File: src/rtl/bsg_fpu_f2i_accum_pkg.sv
// Shared definitions for the float-to-int block accumulator.
//   state_e          : controller states (IDLE, ACCUM, DONE)
//   sat_*            : saturation limits for a given accumulator width,
//                      returned as 64-bit bit patterns whose low w bits
//                      are the limit in w-bit representation.
package bsg_fpu_f2i_accum_pkg;

  typedef enum logic [1:0] {
    IDLE  = 2'd0,
    ACCUM = 2'd1,
    DONE  = 2'd2
  } state_e;

  // Largest two's complement value: 0111...1
  function automatic logic [63:0] sat_max_signed(input int w);
    return (64'd1 << (w - 1)) - 64'd1;
  endfunction

  // Most negative two's complement value: 1000...0
  function automatic logic [63:0] sat_min_signed(input int w);
    return 64'd1 << (w - 1);
  endfunction

  // Largest unsigned value: 1111...1 (w = 64 wraps the shift to 0, still all ones)
  function automatic logic [63:0] sat_max_unsigned(input int w);
    return (64'd1 << w) - 64'd1;
  endfunction

endpackage

File: src/rtl/bsg_fpu_sat_add.sv
// Combinational saturating adder for the block accumulator.
// Ports:
//   acc_i    : current accumulator value
//   sample_i : sample already extended to the accumulator width
//   signed_i : 1 = two's complement clamp, 0 = unsigned clamp
//   sum_o    : clamped sum
//   sat_o    : 1 when the sum was clamped
module bsg_fpu_sat_add
  import bsg_fpu_f2i_accum_pkg::*;
#(
  parameter int acc_width_p = 32
) (
  input  logic [acc_width_p-1:0] acc_i,
  input  logic [acc_width_p-1:0] sample_i,
  input  logic                   signed_i,
  output logic [acc_width_p-1:0] sum_o,
  output logic                   sat_o
);

  localparam logic [63:0] max_s_full_lp = sat_max_signed(acc_width_p);
  localparam logic [63:0] min_s_full_lp = sat_min_signed(acc_width_p);
  localparam logic [63:0] max_u_full_lp = sat_max_unsigned(acc_width_p);

  localparam logic [acc_width_p-1:0] max_s_lp = max_s_full_lp[acc_width_p-1:0];
  localparam logic [acc_width_p-1:0] min_s_lp = min_s_full_lp[acc_width_p-1:0];
  localparam logic [acc_width_p-1:0] max_u_lp = max_u_full_lp[acc_width_p-1:0];

  logic [acc_width_p:0] sum_wide;

  always_comb begin
    sum_wide = '0;
    sum_o    = '0;
    sat_o    = 1'b0;
    if (signed_i) begin
      sum_wide = {acc_i[acc_width_p-1], acc_i} + {sample_i[acc_width_p-1], sample_i};
      // Top two bits disagree only on signed overflow; the top bit gives the true sign.
      if (sum_wide[acc_width_p] != sum_wide[acc_width_p-1]) begin
        sat_o = 1'b1;
        sum_o = sum_wide[acc_width_p] ? min_s_lp : max_s_lp;
      end else begin
        sum_o = sum_wide[acc_width_p-1:0];
      end
    end else begin
      sum_wide = {1'b0, acc_i} + {1'b0, sample_i};
      if (sum_wide[acc_width_p]) begin
        sat_o = 1'b1;
        sum_o = max_u_lp;
      end else begin
        sum_o = sum_wide[acc_width_p-1:0];
      end
    end
  end

endmodule

File: src/rtl/bsg_fpu_f2i_accum.sv
// Block accumulator behind the half-precision float-to-int converter.
// Sums len_i converted samples (len_i = 0 means 1) into a saturating
// accumulator with sticky invalid/overflow flags, then holds the result
// on a valid/yumi handshake.
// Ports:
//   clk_i, reset_i       : clock, asynchronous active-high reset
//   v_i / ready_o        : sample handshake
//   data_i, invalid_i    : converted sample and its invalid flag
//   signed_i, len_i      : block format and length, sampled at block start
//   clear_i              : synchronous abort, beats v_i and yumi_i
//   v_o / yumi_i         : result handshake
//   sum_o, count_o, invalid_o, overflow_o : block result
// Build option:
//   BSG_FPU_F2I_ACCUM_SKIP_INVALID_EN : invalid samples are counted and
//   flagged but add 0 to the sum.
module bsg_fpu_f2i_accum
  import bsg_fpu_f2i_accum_pkg::*;
#(
  parameter int width_p       = 16,
  parameter int acc_width_p   = 32,
  parameter int count_width_p = 8
) (
  input  logic                     clk_i,
  input  logic                     reset_i,
  input  logic                     v_i,
  output logic                     ready_o,
  input  logic [width_p-1:0]       data_i,
  input  logic                     invalid_i,
  input  logic                     signed_i,
  input  logic [count_width_p-1:0] len_i,
  input  logic                     clear_i,
  output logic                     v_o,
  output logic [acc_width_p-1:0]   sum_o,
  output logic [count_width_p-1:0] count_o,
  output logic                     invalid_o,
  output logic                     overflow_o,
  input  logic                     yumi_i
);

  localparam logic [count_width_p-1:0] one_lp = {{(count_width_p-1){1'b0}}, 1'b1};

  state_e                   state_q, state_d;
  logic [acc_width_p-1:0]   sum_q, sum_d;
  logic [count_width_p-1:0] count_q, count_d;
  logic [count_width_p-1:0] len_q, len_d;
  logic                     signed_q, signed_d;
  logic                     invalid_q, invalid_d;
  logic                     overflow_q, overflow_d;

  logic [count_width_p-1:0] len_start;
  logic [count_width_p-1:0] count_inc;
  logic                     signed_eff;
  logic [acc_width_p-1:0]   ext_sample;
  logic [acc_width_p-1:0]   add_sample;
  logic [acc_width_p-1:0]   sat_sum;
  logic                     sat;

  assign len_start  = (len_i == '0) ? one_lp : len_i;
  assign count_inc  = count_q + one_lp;
  // The first sample is taken in IDLE, before signed_i has been latched.
  assign signed_eff = (state_q == IDLE) ? signed_i : signed_q;
  assign ext_sample = signed_eff
                    ? {{(acc_width_p-width_p){data_i[width_p-1]}}, data_i}
                    : {{(acc_width_p-width_p){1'b0}}, data_i};

`ifdef BSG_FPU_F2I_ACCUM_SKIP_INVALID_EN
  assign add_sample = invalid_i ? '0 : ext_sample;
`else
  assign add_sample = ext_sample;
`endif

  bsg_fpu_sat_add #(
    .acc_width_p(acc_width_p)
  ) sat_add (
    .acc_i    (sum_q),
    .sample_i (add_sample),
    .signed_i (signed_eff),
    .sum_o    (sat_sum),
    .sat_o    (sat)
  );

  always_comb begin
    state_d    = state_q;
    sum_d      = sum_q;
    count_d    = count_q;
    len_d      = len_q;
    signed_d   = signed_q;
    invalid_d  = invalid_q;
    overflow_d = overflow_q;
    if (clear_i) begin
      state_d    = IDLE;
      sum_d      = '0;
      count_d    = '0;
      len_d      = '0;
      signed_d   = 1'b0;
      invalid_d  = 1'b0;
      overflow_d = 1'b0;
    end else begin
      case (state_q)
        IDLE: if (v_i) begin
          signed_d   = signed_i;
          len_d      = len_start;
          sum_d      = sat_sum;
          count_d    = one_lp;
          invalid_d  = invalid_i;
          overflow_d = sat;
          state_d    = (len_start == one_lp) ? DONE : ACCUM;
        end
        ACCUM: if (v_i) begin
          sum_d      = sat_sum;
          count_d    = count_inc;
          invalid_d  = invalid_q | invalid_i;
          overflow_d = overflow_q | sat;
          if (count_inc == len_q) state_d = DONE;
        end
        DONE: if (yumi_i) begin
          state_d    = IDLE;
          sum_d      = '0;
          count_d    = '0;
          len_d      = '0;
          signed_d   = 1'b0;
          invalid_d  = 1'b0;
          overflow_d = 1'b0;
        end
        default: state_d = IDLE;
      endcase
    end
  end

  always_ff @(posedge clk_i or posedge reset_i) begin
    if (reset_i) begin
      state_q    <= IDLE;
      sum_q      <= '0;
      count_q    <= '0;
      len_q      <= '0;
      signed_q   <= 1'b0;
      invalid_q  <= 1'b0;
      overflow_q <= 1'b0;
    end else begin
      state_q    <= state_d;
      sum_q      <= sum_d;
      count_q    <= count_d;
      len_q      <= len_d;
      signed_q   <= signed_d;
      invalid_q  <= invalid_d;
      overflow_q <= overflow_d;
    end
  end

  assign ready_o    = (state_q != DONE);
  assign v_o        = (state_q == DONE);
  assign sum_o      = sum_q;
  assign count_o    = count_q;
  assign invalid_o  = invalid_q;
  assign overflow_o = overflow_q;

endmodule

File: config.mk
export PLATFORM = sky130hd
export DESIGN_NAME = bsg_fpu_f2i_accum
export DESIGN_NICKNAME = d
export VERILOG_FILES = /design/src/rtl/bsg_fpu_f2i_accum_pkg.sv /design/src/rtl/bsg_fpu_sat_add.sv /design/src/rtl/bsg_fpu_f2i_accum.sv
export SDC_FILE = /design/constraint.sdc
export NUM_CORES = 1
export LEC_CHECK = 0
export ABC_AREA = 1
export CORE_AREA = 2 2 110 80
export DETAILED_ROUTE_END_ITERATION = 8
export DIE_AREA = 0 0 112 82
export PLACE_DENSITY = 0.93
export SLEW_MARGIN = 0
export SYNTH_ARGS = -nofsm -noshare
export SYNTH_HDL_FRONTEND = slang
export SYNTH_SLANG_ARGS = --single-unit
export TNS_END_PERCENT = 5
File: constraint.sdc
create_clock -name clk_i -period 6.8 [get_ports clk_i]
set_clock_uncertainty 0.2 [all_clocks]
set_input_delay 2.04 -clock clk_i [delete_from_list [all_inputs] [get_ports clk_i]]
set_output_delay 2.04 -clock clk_i [all_outputs]
set_load 0.03 [all_outputs]
==> results of run 1 <==
[routing by layer]
| metal | GRT usage (%) | up-vias | share of wire (%) |
|---|---|---|---|
| met1 | 44.9 | 2387 | 45 |
| met4 | 9.27 | 0 | 1.6 |
| met3 | 4.87 | 30 | 9.9 |
| met2 | 47.9 | 322 | 43 |
| li1 | - | 2444 | - |
| met5 | 0 | - | 0 |
[layout by cell type (no fill, tap or decap), types with 3 or more instances in the layout]
cell type	n
a21oi_1	27
a31oi_1	3
a41oi_1	7
buf_4	3
clkbuf_16	5
clkdlybuf4s50_1	74
dfrtp_1	53
ha_1	22
inv_1	88
inv_2	3
nand2_1	229
nand2_2	15
nand3_1	50
nand3_2	6
nand4_1	30
nor2_1	41
nor2_2	9
nor3_1	3
o21ai_0	29
o21ai_1	5
o21ai_2	10
o21bai_1	3
o221ai_1	3
o22ai_1	11
xnor2_1	7
xor2_1	23
[path summary, 6_finish.rpt]
path | startpoint | endpoint | slack, ps | depth (start not counted)
setup / recovery | signed_i | sum_o[7] | 1350 | 19
hold / removal | sum_o[2] | sum_o[2] | 320 | 2
setup reg to reg | state_q[0] | sum_o[7] | 2760 | 20
hold reg to reg | sum_o[2] | sum_o[2] | 320 | 2
max in group asynchronous | reset_i | sum_o[20] | 3890 | 3
min in group asynchronous | reset_i | sum_o[5] | 2050 | 3
[cells by family (layout without fill, tap and decap cells)]
| family | Yosys count | after routing | synth area share (%) |
|---|---|---|---|
| AO/OA/AOI/OAI | 100 | 100 | 13.0 |
| AND/OR/NAND/NOR | 390 | 390 | 37.1 |
| flip-flops | 53 | 53 | 28.1 |
| XOR/XNOR | 30 | 30 | 5.56 |
| adder cells (fa/ha/maj) | 23 | 23 | 6.25 |
| buffers and inverters | 108 | 177 | 9.96 |
[where the power goes]
part / leakage, nW / internal (mW) / switching [mW] / total, mW
clock: 0.0680 / 0.140 / 0.134 / 0.273
combinational: 2.10 / 0.587 / 1.14 / 1.73
sequential: 0.698 / 0.420 / 0.0954 / 0.515
[metrics by stage]
| step | utilization [%] | cells |
|---|---|---|
| after global routing | 68.8 | 878 |
| final | 68.8 | 878 |
| after global placement | 67.0 | 870 |
| after floorplan | - | 704 |
| after detailed placement | 67.0 | 870 |
| after CTS | 68.8 | 878 |
[state kept, by name (all words and copies together), names as in the netlist]
register    flops
state_q         2
count_o         8
len_q           8
signed_q        1
invalid_o       1
overflow_o      1
sum_o          32
[critical path, cell delays in order]
cell	delay [ps]
clkdlybuf4s50_1	510
inv_1	60
nand2_1	110
nand3_4	300
inv_1	250
ha_1	290
inv_1	110
o21bai_1	100
nand2_1	80
nand3b_1	80
nor2_2	190
nand3_2	150
nand2_1	130
nand2_2	90
nand3_1	110
nand2_1	80
inv_2	510
o21ai_0	210
nand2_1	90
[cell type report]
class                   instances  area [µm²]
clock inverters                 3        26.3
flip-flops and latches         53        1330
fillers                       714        2550
clock buffers                   5         125
multi-input cells             543        2930
inverters                      92         345
well taps                     105         131
repair buffers                 77         763
==> impl_results.md, run 1 <==
* Run status: finished, final reports clean
* IO Port Bufs at 74
* Share of cells above drive strength 1 at slightly below 8%
* Vias in the first global route at about 4800
* Total GRT Usage at between 30% and 40%
* Synth warn at 0
* Die ar. at roughly 9000 µm²
* Post-synthesis cell area at 4720 µm²
* Crit-path max FO at 31
* Post-CTS Hold Buffers at 0
* Setup TNS at 0 ps
* RSZ-0062 raised after global routing: no
* Starting Density at between 50 and 60%
* Syn Nets at around 760
* Post-Syn Instances at between 700 and 800
* CTS Buf Count at 5
* Top_reg_cell synth: dfrtp_1
* Die height at around 80 µm
* Post-route total power at around 2.5 mW
* Synth cell count leaders: nand2_1 (229), inv_1 (89), dfrtp_1 (53), nand3_1 (50), nor2_1 (41)
* Root Driver: clkbuf_16
* Slew at the pin closest to its max-slew limit at 920 ps
* Pre-CTS WS at 1220 ps
* Final hold slack at ~320 ps
* Worst EP required at 6840 ps
* CP Capture Type: flop
* DR vias at a little over 5000
* Post-CTS setup buffer count at 0
* Worst relative slew slack at 38.7%
* Grt ovf at 0
* Die Wd at 112 µm
* ANT cells at 0
* Vias per cell at ~5.9
* DP Area at about 5500 µm²
* CP Class: in2reg
* Most frequent cell after synthesis: nand2_1
* DRC at 0
* Area Overhead vs Synth at 19.5%
* Initial antenna violation count at 0
* P_leak at roughly 2.9 nW
* Std-Cell Rows at 28
* Pin count of the biggest net entering global routing at 54
* DRT Pass-1 Iters at 5
* Sequential-to-total area share from yosys stat at between 20% and 30%
* Clk_lat worst skew at 310 ps
* CTS tree: yes
* Final Routed Wirelength at between 10 and 15 mm
* Placer Congestion at about 0.99
* Final net count at 826
* Crit path DAT at 5500 ps
* Power per cell area at about 450 nW/µm²
* Cell taking the most area after synthesis: dfrtp_1
* Dpl hpwl at 10.2 mm
* Ranking of synthesized cells by area: dfrtp_1 (28%), nand2_1 (18%), inv_1 (7.1%)
* Fin area at ~5600 µm²
* Avg WL per Cell at around 16 µm
* Unique masters post-synth at 37
* MaxCap Viol Count at 0
* Global-route wire length before repair at between 20 and 25 mm
* Yosys reg bits at 53
* Tmin final at approximately 5500 ps
* Min-Delay Path Class: reg2reg
* Top cell type's share of synthesized area at 28.1%
* Post-route worst setup slack at 1350 ps
* I/O Pins at 75
* Resized Gates After CTS at 0
* Setup-failing EPs final at 0
* Clock buffer depth at 2
* H-tree depth at 2
* Ratio of final minimum period to clock period at roughly four fifths
* Max-slew violation count at 0
* Clk pin slew, worst setup/hold paths at approximately 80 ps
* Remaining antenna violation count after routing at 0
* Worst VDD drop at 0.000262 V
* Core Region at a little over 8000 µm²
* Initial drt markers at between 400 and 500
* Async SR Flop Fraction at 100%
* Clock sink count at between 50 and 60
* Mean post-synth cell area at between 6 and 7 µm²
* CP startpoint kind: input port
* Number of flops mapped to enable cells by yosys at 0
* Max Clock Freq at around 0.18 GHz
* Hold Fails Final Rpt at 0
Power figures use the tool's default switching activity.
==> inputs of run 2 (changes only) <==
--- a/config.mk
+++ b/config.mk
@@ -6,10 +6,10 @@
 export NUM_CORES = 1
 export LEC_CHECK = 0
 export ABC_AREA = 1
-export CORE_AREA = 2 2 110 80
+export CORE_AREA = 2 2 114 83
 export DETAILED_ROUTE_END_ITERATION = 8
-export DIE_AREA = 0 0 112 82
-export PLACE_DENSITY = 0.93
+export DIE_AREA = 0 0 116 85
+export PLACE_DENSITY = 0.87
 export SLEW_MARGIN = 0
 export SYNTH_ARGS = -nofsm -noshare
 export SYNTH_HDL_FRONTEND = slang
==> constraint.sdc (replaced) <==
create_clock -name clk_i -period 5.6 [get_ports clk_i]
set_clock_uncertainty 0.2 [all_clocks]
set_input_delay 1.68 -clock clk_i [delete_from_list [all_inputs] [get_ports clk_i]]
set_output_delay 1.68 -clock clk_i [all_outputs]
set_load 0.03 [all_outputs]
==> run 2 against run 1 <==
  * Total power is 22% higher
  * Cell count rose by 2.3%
  * Flip-flop and latch count stayed put
  * Die area grew 7.4%
  * Clock power is 25% higher
  * Critical path type unchanged
  * Largest cell class unchanged
  * Largest power group unchanged
  * Highest routed layer unchanged
==> impl_results.md, run 2 (synthesis results as in run 1) <==
* Crit-path max FO at 31 (unchanged)
* Min-Delay Path Class: reg2reg (unchanged)
* Fillers at 776 (was 714)
* Final Routed Wirelength at 13.8 mm (was 13.9 mm)
* Post-CTS Hold Buffers at 0 (unchanged)
* Vias per cell at 5.73 (was 5.90)
* Combinational share of power at 68.4% (was 68.7%)
* H-tree depth at 2 (unchanged)
* Root Driver: clkbuf_16 (unchanged)
* Commonest cells after routing, fill and taps aside: nand2_1 (229), inv_1 (88), clkdlybuf4s50_1 (74), dfrtp_1 (53), nand3_1 (50) (unchanged)
* Initial antenna violation count at 0 (unchanged)
* DR vias at 5147 (was 5183)
* Clock buffer depth at 2 (unchanged)
* Placer Congestion at 0.976 (was 0.993)
* Remaining antenna violation count after routing at 0 (unchanged)
* Slew at the pin closest to its max-slew limit at 849 ps (was 920 ps)
* DP Area at 5520 µm² (was 5490 µm²)
* Worst EP required at 5650 ps (was 6840 ps)
* Crit path DAT at 5000 ps (was 5500 ps)
* Run status: finished, final reports clean (unchanged)
* Pin count of the biggest net entering global routing at 39 (was 54)
* Grt ovf at 0 (unchanged)
* P_leak at 2.88 nW (was 2.87 nW)
* ANT cells at 0 (unchanged)
* WHS Path Cells at 2 (unchanged)
* Starting Density at 53.8% (was 57.6%)
* Max-slew violation count at 0 (unchanged)
* Setup-failing EPs final at 0 (unchanged)
* Area of the multi-input gates at 2930 µm² (unchanged)
* CTS tree: yes (unchanged)
* Clk_lat worst skew at 310 ps (about the same)
* Internal power at 1.40 mW (was 1.15 mW)
* Global-route wire length before repair at 22.6 mm (was 22.9 mm)
* DRT Pass-1 Iters at 6 (was 5)
* Cells on worst reg2reg path at 18 (was 20)
* Sequential power share at 20.5% (about the same)
* Net Sw Frac at 54.3% (was 54.4%)
* Post-CTS setup buffer count at 0 (unchanged)
* Initial drt markers at 477 (was 491)
* Vias in the first global route at 4785 (was 4790)
* Hold Path End: sum_o[4] (was sum_o[2])
* DRC at 0 (unchanged)
* Register area at 1330 µm² (unchanged)
* Commonest non-fill, non-tap cell in the layout: nand2_1 (unchanged)
* CP startpoint kind: input port (unchanged)
* Dpl hpwl at 10.1 mm (was 10.2 mm)
* Total GRT Usage at 28.2% (was 30.9%)
* R2r endpoint: sum_o[7] (unchanged)
* Clk pin slew, worst setup/hold paths at 80 ps (about the same)
* Share of cells above drive strength 1 at 7.88% (was 7.76%)
* CTS Buf Count at 5 (unchanged)
* Reg-to-reg setup timing slack at 1670 ps (was 2760 ps)
* Max Clock Freq at between 0.2 and 0.25 GHz
* Area Overhead vs Synth at 20.2% (was 19.5%)
* Tmin final at 4950 ps
* Power per cell area at 539 nW/µm² (was 446 nW/µm²)
* Die ar. at 9860 µm² (was 9180 µm²)
* I/O Pins at 75 (unchanged)
* RSZ-0062 raised after global routing: no (unchanged)
* Avg WL per Cell at 15.4 µm (was 15.8 µm)
* Max reg flops at 32 (unchanged)
* Setup TNS at 0 ps (unchanged)
* Fin area at 5680 µm² (was 5640 µm²)
* Clock share of power at 11.2% (was 10.9%)
* CP Capture Type: flop (unchanged)
* Core Region at 8780 µm² (was 8200 µm²)
* Std-Cell Rows at 29 (was 28)
* FF-to-FF Start: state_q[0] (unchanged)
* IO Port Bufs at 74 (unchanged)
* Worst relative slew slack at 43.3% (was 38.7%)
* CP Class: in2reg (unchanged)
* Worst hold start: sum_o[4] (was sum_o[2])
* Worst VDD drop at 0.000323 V (was 0.000262 V)
* P_sw at 1.66 mW (was 1.37 mW)
* MaxCap Viol Count at 0 (unchanged)
* Hold Fails Final Rpt at 0 (unchanged)
* Resized Gates After CTS at 0 (unchanged)
* Ratio of final minimum period to clock period at ~88%
* Clock sink count at 53 (unchanged)
* Die height at 85 µm (was 82 µm)
* Final net count at 827 (was 826)
* Die Wd at 116 µm (was 112 µm)
-- run 2: cell count changes in the layout (fill, tap and decap cells not counted), sizes merged --
cell / before / now
inv: 92 / 94
buf: 3 / 4
clkinvlp: 2 / 0
-- run 2: critical path, stage by stage --
cell and delay [ps]:
clkdlybuf4s50_1 560, nand3_4 350, inv_1 80, ha_1 440, inv_1 150, nor2_1 170, nand2_1 90, nor2_2 140
nand3_2 150, nand4_1 140, nand2_2 90, nand3_1 80, nand2_1 60, inv_2 480, o21ai_0 200, nand2_1 90
-- run 2: worst max-delay path by stage --
| stage | startpoint | endpoint | slack (ps) | depth (start not counted) |
|---|---|---|---|---|
| after global routing | signed_i | sum_o[7] | 380 | 18 |
| after global placement | signed_i | sum_o[7] | 500 | 18 |
| final | data_i[15] | sum_o[7] | 650 | 16 |
| after CTS | signed_i | sum_o[7] | 740 | 18 |
| after detailed placement | data_i[15] | sum_o[7] | 440 | 16 |
| after floorplan | data_i[15] | sum_o[17] | 1410 | 20 |
-- run 2: final cells by class --
| cell class | count | share of cell area (%) |
|---|---|---|
| multi-input combinational | 543 | 51.6 |
| clock inverter | 3 | 0.463 |
| clock buffer | 5 | 2.20 |
| timing repair buffer | 78 | 13.6 |
| inverter | 92 | 6.08 |
| sequential | 53 | 23.4 |
| tap | 124 | 2.73 |
-- run 2: metal layers --
layer	track usage, %	vias up	part of all wire (%)
met1	40.7	2372	45
li1	-	2448	-
met2	44.4	293	44
met4	6.71	0	1.7
met3	4.57	34	9.3
met5	0	-	0
-- run 2: stage by stage --
step | total power [mW] | setup WS, ps | std cells | hold WS (ps) | utilization [%]
after floorplan | 2.16 | 1410 | 704 | 278 | -
after global placement | 2.60 | 495 | 890 | 293 | 62.9
after detailed placement | 2.67 | 442 | 890 | 299 | 62.9
after CTS | 3.02 | 743 | 898 | 318 | 64.6
after global routing | 3.29 | 383 | 898 | 353 | 64.6
final | 3.06 | 651 | 898 | 314 | 64.6
-- run 2: power groups by stage --
stage / Sequential, mW / Clock [mW] / Combinational (mW)
global placement: 0.623 / 0 / 1.98
floorplan: 0.785 / 0 / 1.38
CTS: 0.624 / 0.342 / 2.05
detailed placement: 0.629 / 0 / 2.04
global route: 0.644 / 0.356 / 2.29
finish: 0.626 / 0.342 / 2.09
==> inputs of run 3 (changes only) <==
--- a/config.mk
+++ b/config.mk
@@ -6,10 +6,10 @@
 export NUM_CORES = 1
 export LEC_CHECK = 0
 export ABC_AREA = 1
-export CORE_AREA = 2 2 114 83
+export CORE_AREA = 2 2 110 80
 export DETAILED_ROUTE_END_ITERATION = 8
-export DIE_AREA = 0 0 116 85
-export PLACE_DENSITY = 0.87
+export DIE_AREA = 0 0 112 82
+export PLACE_DENSITY = 0.93
 export SLEW_MARGIN = 0
 export SYNTH_ARGS = -nofsm -noshare
 export SYNTH_HDL_FRONTEND = slang
==> constraint.sdc (replaced) <==
create_clock -name clk_i -period 5.75 [get_ports clk_i]
set_clock_uncertainty 0.2 [all_clocks]
set_input_delay 1.725 -clock clk_i [delete_from_list [all_inputs] [get_ports clk_i]]
set_output_delay 1.725 -clock clk_i [all_outputs]
set_load 0.03 [all_outputs]
==> run 3 against run 2 <==
  * Clock-buffer cell count unchanged
  * Hold slack better by 2.5 ps
  * Global-route usage up 0.98 points
  * Wire length down 1.4%
  * Total power down 2.8%
  * Flip-flop and latch count unchanged
  * Sequential share of layout area up 0.12 points
  * Via count up 0.68%
  * Design area down 0.51%
  * Combinational power down 2%
==> impl_results.md, run 3 (synthesis results as in run 1) <==
* Run status: finished, final reports clean (unchanged)
* Die ar. at 9180 µm² (was 9860 µm²)
* Crit path DAT at 5160 ps (was 5000 ps)
* IO Port Bufs at 74 (unchanged)
* Final net count at 826 (was 827)
* CP Capture Type: flop (unchanged)
* Final Routed Wirelength at 13.6 mm (was 13.8 mm)
* DRT Pass-1 Iters at 5 (was 6)
* Initial antenna violation count at 0 (unchanged)
* I/O Pins at 75 (unchanged)
* Ratio of final minimum period to clock period at a little under 90%
* Initial drt markers at 456 (was 477)
* Root Driver: clkbuf_16 (unchanged)
* Max Clock Freq at a little under 0.2 GHz
* Clk_lat worst skew at 290 ps (was 310 ps)
* Share of cells above drive strength 1 at 7.76% (was 7.88%)
* MaxCap Viol Count at 0 (unchanged)
* Die height at 82 µm (was 85 µm)
* Dpl hpwl at 10.1 mm (about the same)
* Vias per cell at 5.90 (was 5.73)
* Hold Fails Final Rpt at 0 (unchanged)
* Vias in the first global route at 4809 (was 4785)
* CTS tree: yes (unchanged)
* Commonest non-fill, non-tap cell in the layout: nand2_1 (unchanged)
* Tmin final at just over 5000 ps
* DR vias at 5182 (was 5147)
* Clk pin slew, worst setup/hold paths at 80 ps (about the same)
* Die Wd at 112 µm (was 116 µm)
* Core Region at 8200 µm² (was 8780 µm²)
* DRC at 0 (unchanged)
* Std-Cell Rows at 28 (was 29)
* Post-CTS setup buffer count at 0 (unchanged)
* Avg WL per Cell at 15.5 µm (was 15.4 µm)
* CP Class: in2reg (unchanged)
* Setup-failing EPs final at 0 (unchanged)
* Crit-path max FO at 31 (unchanged)
* Max reg flops at 32 (unchanged)
* CTS Buf Count at 5 (unchanged)
* Slew at the pin closest to its max-slew limit at 1130 ps (was 849 ps)
* RSZ-0062 raised after global routing: no (unchanged)
* Remaining antenna violation count after routing at 0 (unchanged)
* Worst relative slew slack at 24.9% (was 43.3%)
* ANT cells at 0 (unchanged)
* Power per cell area at 527 nW/µm² (was 539 nW/µm²)
* Post-CTS Hold Buffers at 0 (unchanged)
* Grt ovf at 0 (unchanged)
* Pin count of the biggest net entering global routing at 54 (was 39)
* H-tree depth at 2 (unchanged)
* Clock buffer depth at 2 (unchanged)
* Max-slew violation count at 0 (unchanged)
* Resized Gates After CTS at 0 (unchanged)
* Total GRT Usage at 29.2% (was 28.2%)
* Worst VDD drop at 0.000292 V (was 0.000323 V)
* Worst EP required at 5780 ps (was 5650 ps)
* Commonest cells after routing, fill and taps aside: nand2_1 (229), inv_1 (88), clkdlybuf4s50_1 (74), dfrtp_1 (53), nand3_1 (50) (unchanged)
* Setup TNS at 0 ps (unchanged)
* Area Overhead vs Synth at 19.5% (was 20.2%)
* Placer Congestion at 0.981 (was 0.976)
* CP startpoint kind: input port (unchanged)
* Fillers at 687 (was 776)
* Post-Layout Cell Count at 878 (was 898)
* Placed cell count at 870 (was 890)
* P_leak at 2.88 nW (about the same)
* Min-Delay Path Class: reg2reg (unchanged)
* Global-route wire length before repair at 22.1 mm (was 22.6 mm)
* Clock sink count at 53 (unchanged)
* Final hold slack at 316 ps (was 314 ps)
* Starting Density at 57.6% (was 53.8%)
==> run 3: cell types whose count changed in the layout (fill, tap and decap cells not counted) <==
cell and delta:
inv_6 -1, buf_4 -1, inv_8 +1
==> run 3: final timing paths <==
path	start	to	slack, ps	depth (start not counted)
max	signed_i	sum_o[7]	620	18
min	sum_o[2]	sum_o[2]	320	2
max reg2reg	state_q[0]	sum_o[7]	1720	18
min reg2reg	sum_o[2]	sum_o[2]	320	2
max in group asynchronous	reset_i	sum_o[26]	2820	2
min in group asynchronous	reset_i	count_o[1]	1840	2
==> run 3: final cells by class <==
class	instances	area, µm²	share of cell area, %
Timing Repair Buffer	77	763	13.5
Tap cell	105	131	2.33
Clock inverter	3	28.8	0.510
Inverter	92	345	6.12
Multi-Input combinational cell	543	2930	51.8
Sequential cell	53	1330	23.5
Clock buffer	5	125	2.22
==> run 3: where the power goes <==
part / leakage, nW / internal, mW / switching [mW]
Sequential: 0.698 / 0.496 / 0.115
Clock: 0.0767 / 0.168 / 0.153
Combinational: 2.10 / 0.698 / 1.34
Total: 2.88 / 1.36 / 1.61
==> run 3: worst max-delay path, cell delays in order <==
cell and delay (ps):
clkdlybuf4s50_1 450, inv_1 100, nand2_1 110, nand3_4 300, inv_1 80, ha_1 430, inv_1 150, nor2_1 200
nand2_1 90, nor2_2 140, nand3_2 150, nand4_1 160, nand2_2 100, nand3_1 100, nand2_1 70, inv_2 510
o21ai_0 190, nand2_1 100
==> run 3: routing by layer <==
layer	vias to the layer above	wire length [µm]	track usage (%)
met5	-	0	0
met4	0	216	7.44
met3	35	1370	3.76
met2	325	6110	49.7
met1	2382	5900	40.0
li1	2440	-	-
==> run 3: through the flow <==
step / power [mW] / utilization, % / instance area [µm²] / setup slack [ps]
2_1_floorplan: 2.10 / - / 4720 / 1520
3_3_place_gp: 2.52 / 67.0 / 5490 / 548
3_5_place_dp: 2.60 / 67.0 / 5490 / 463
4_1_cts: 2.93 / 68.9 / 5650 / 752
5_1_grt: 3.20 / 68.9 / 5650 / 410
6_report: 2.98 / 68.9 / 5650 / 621
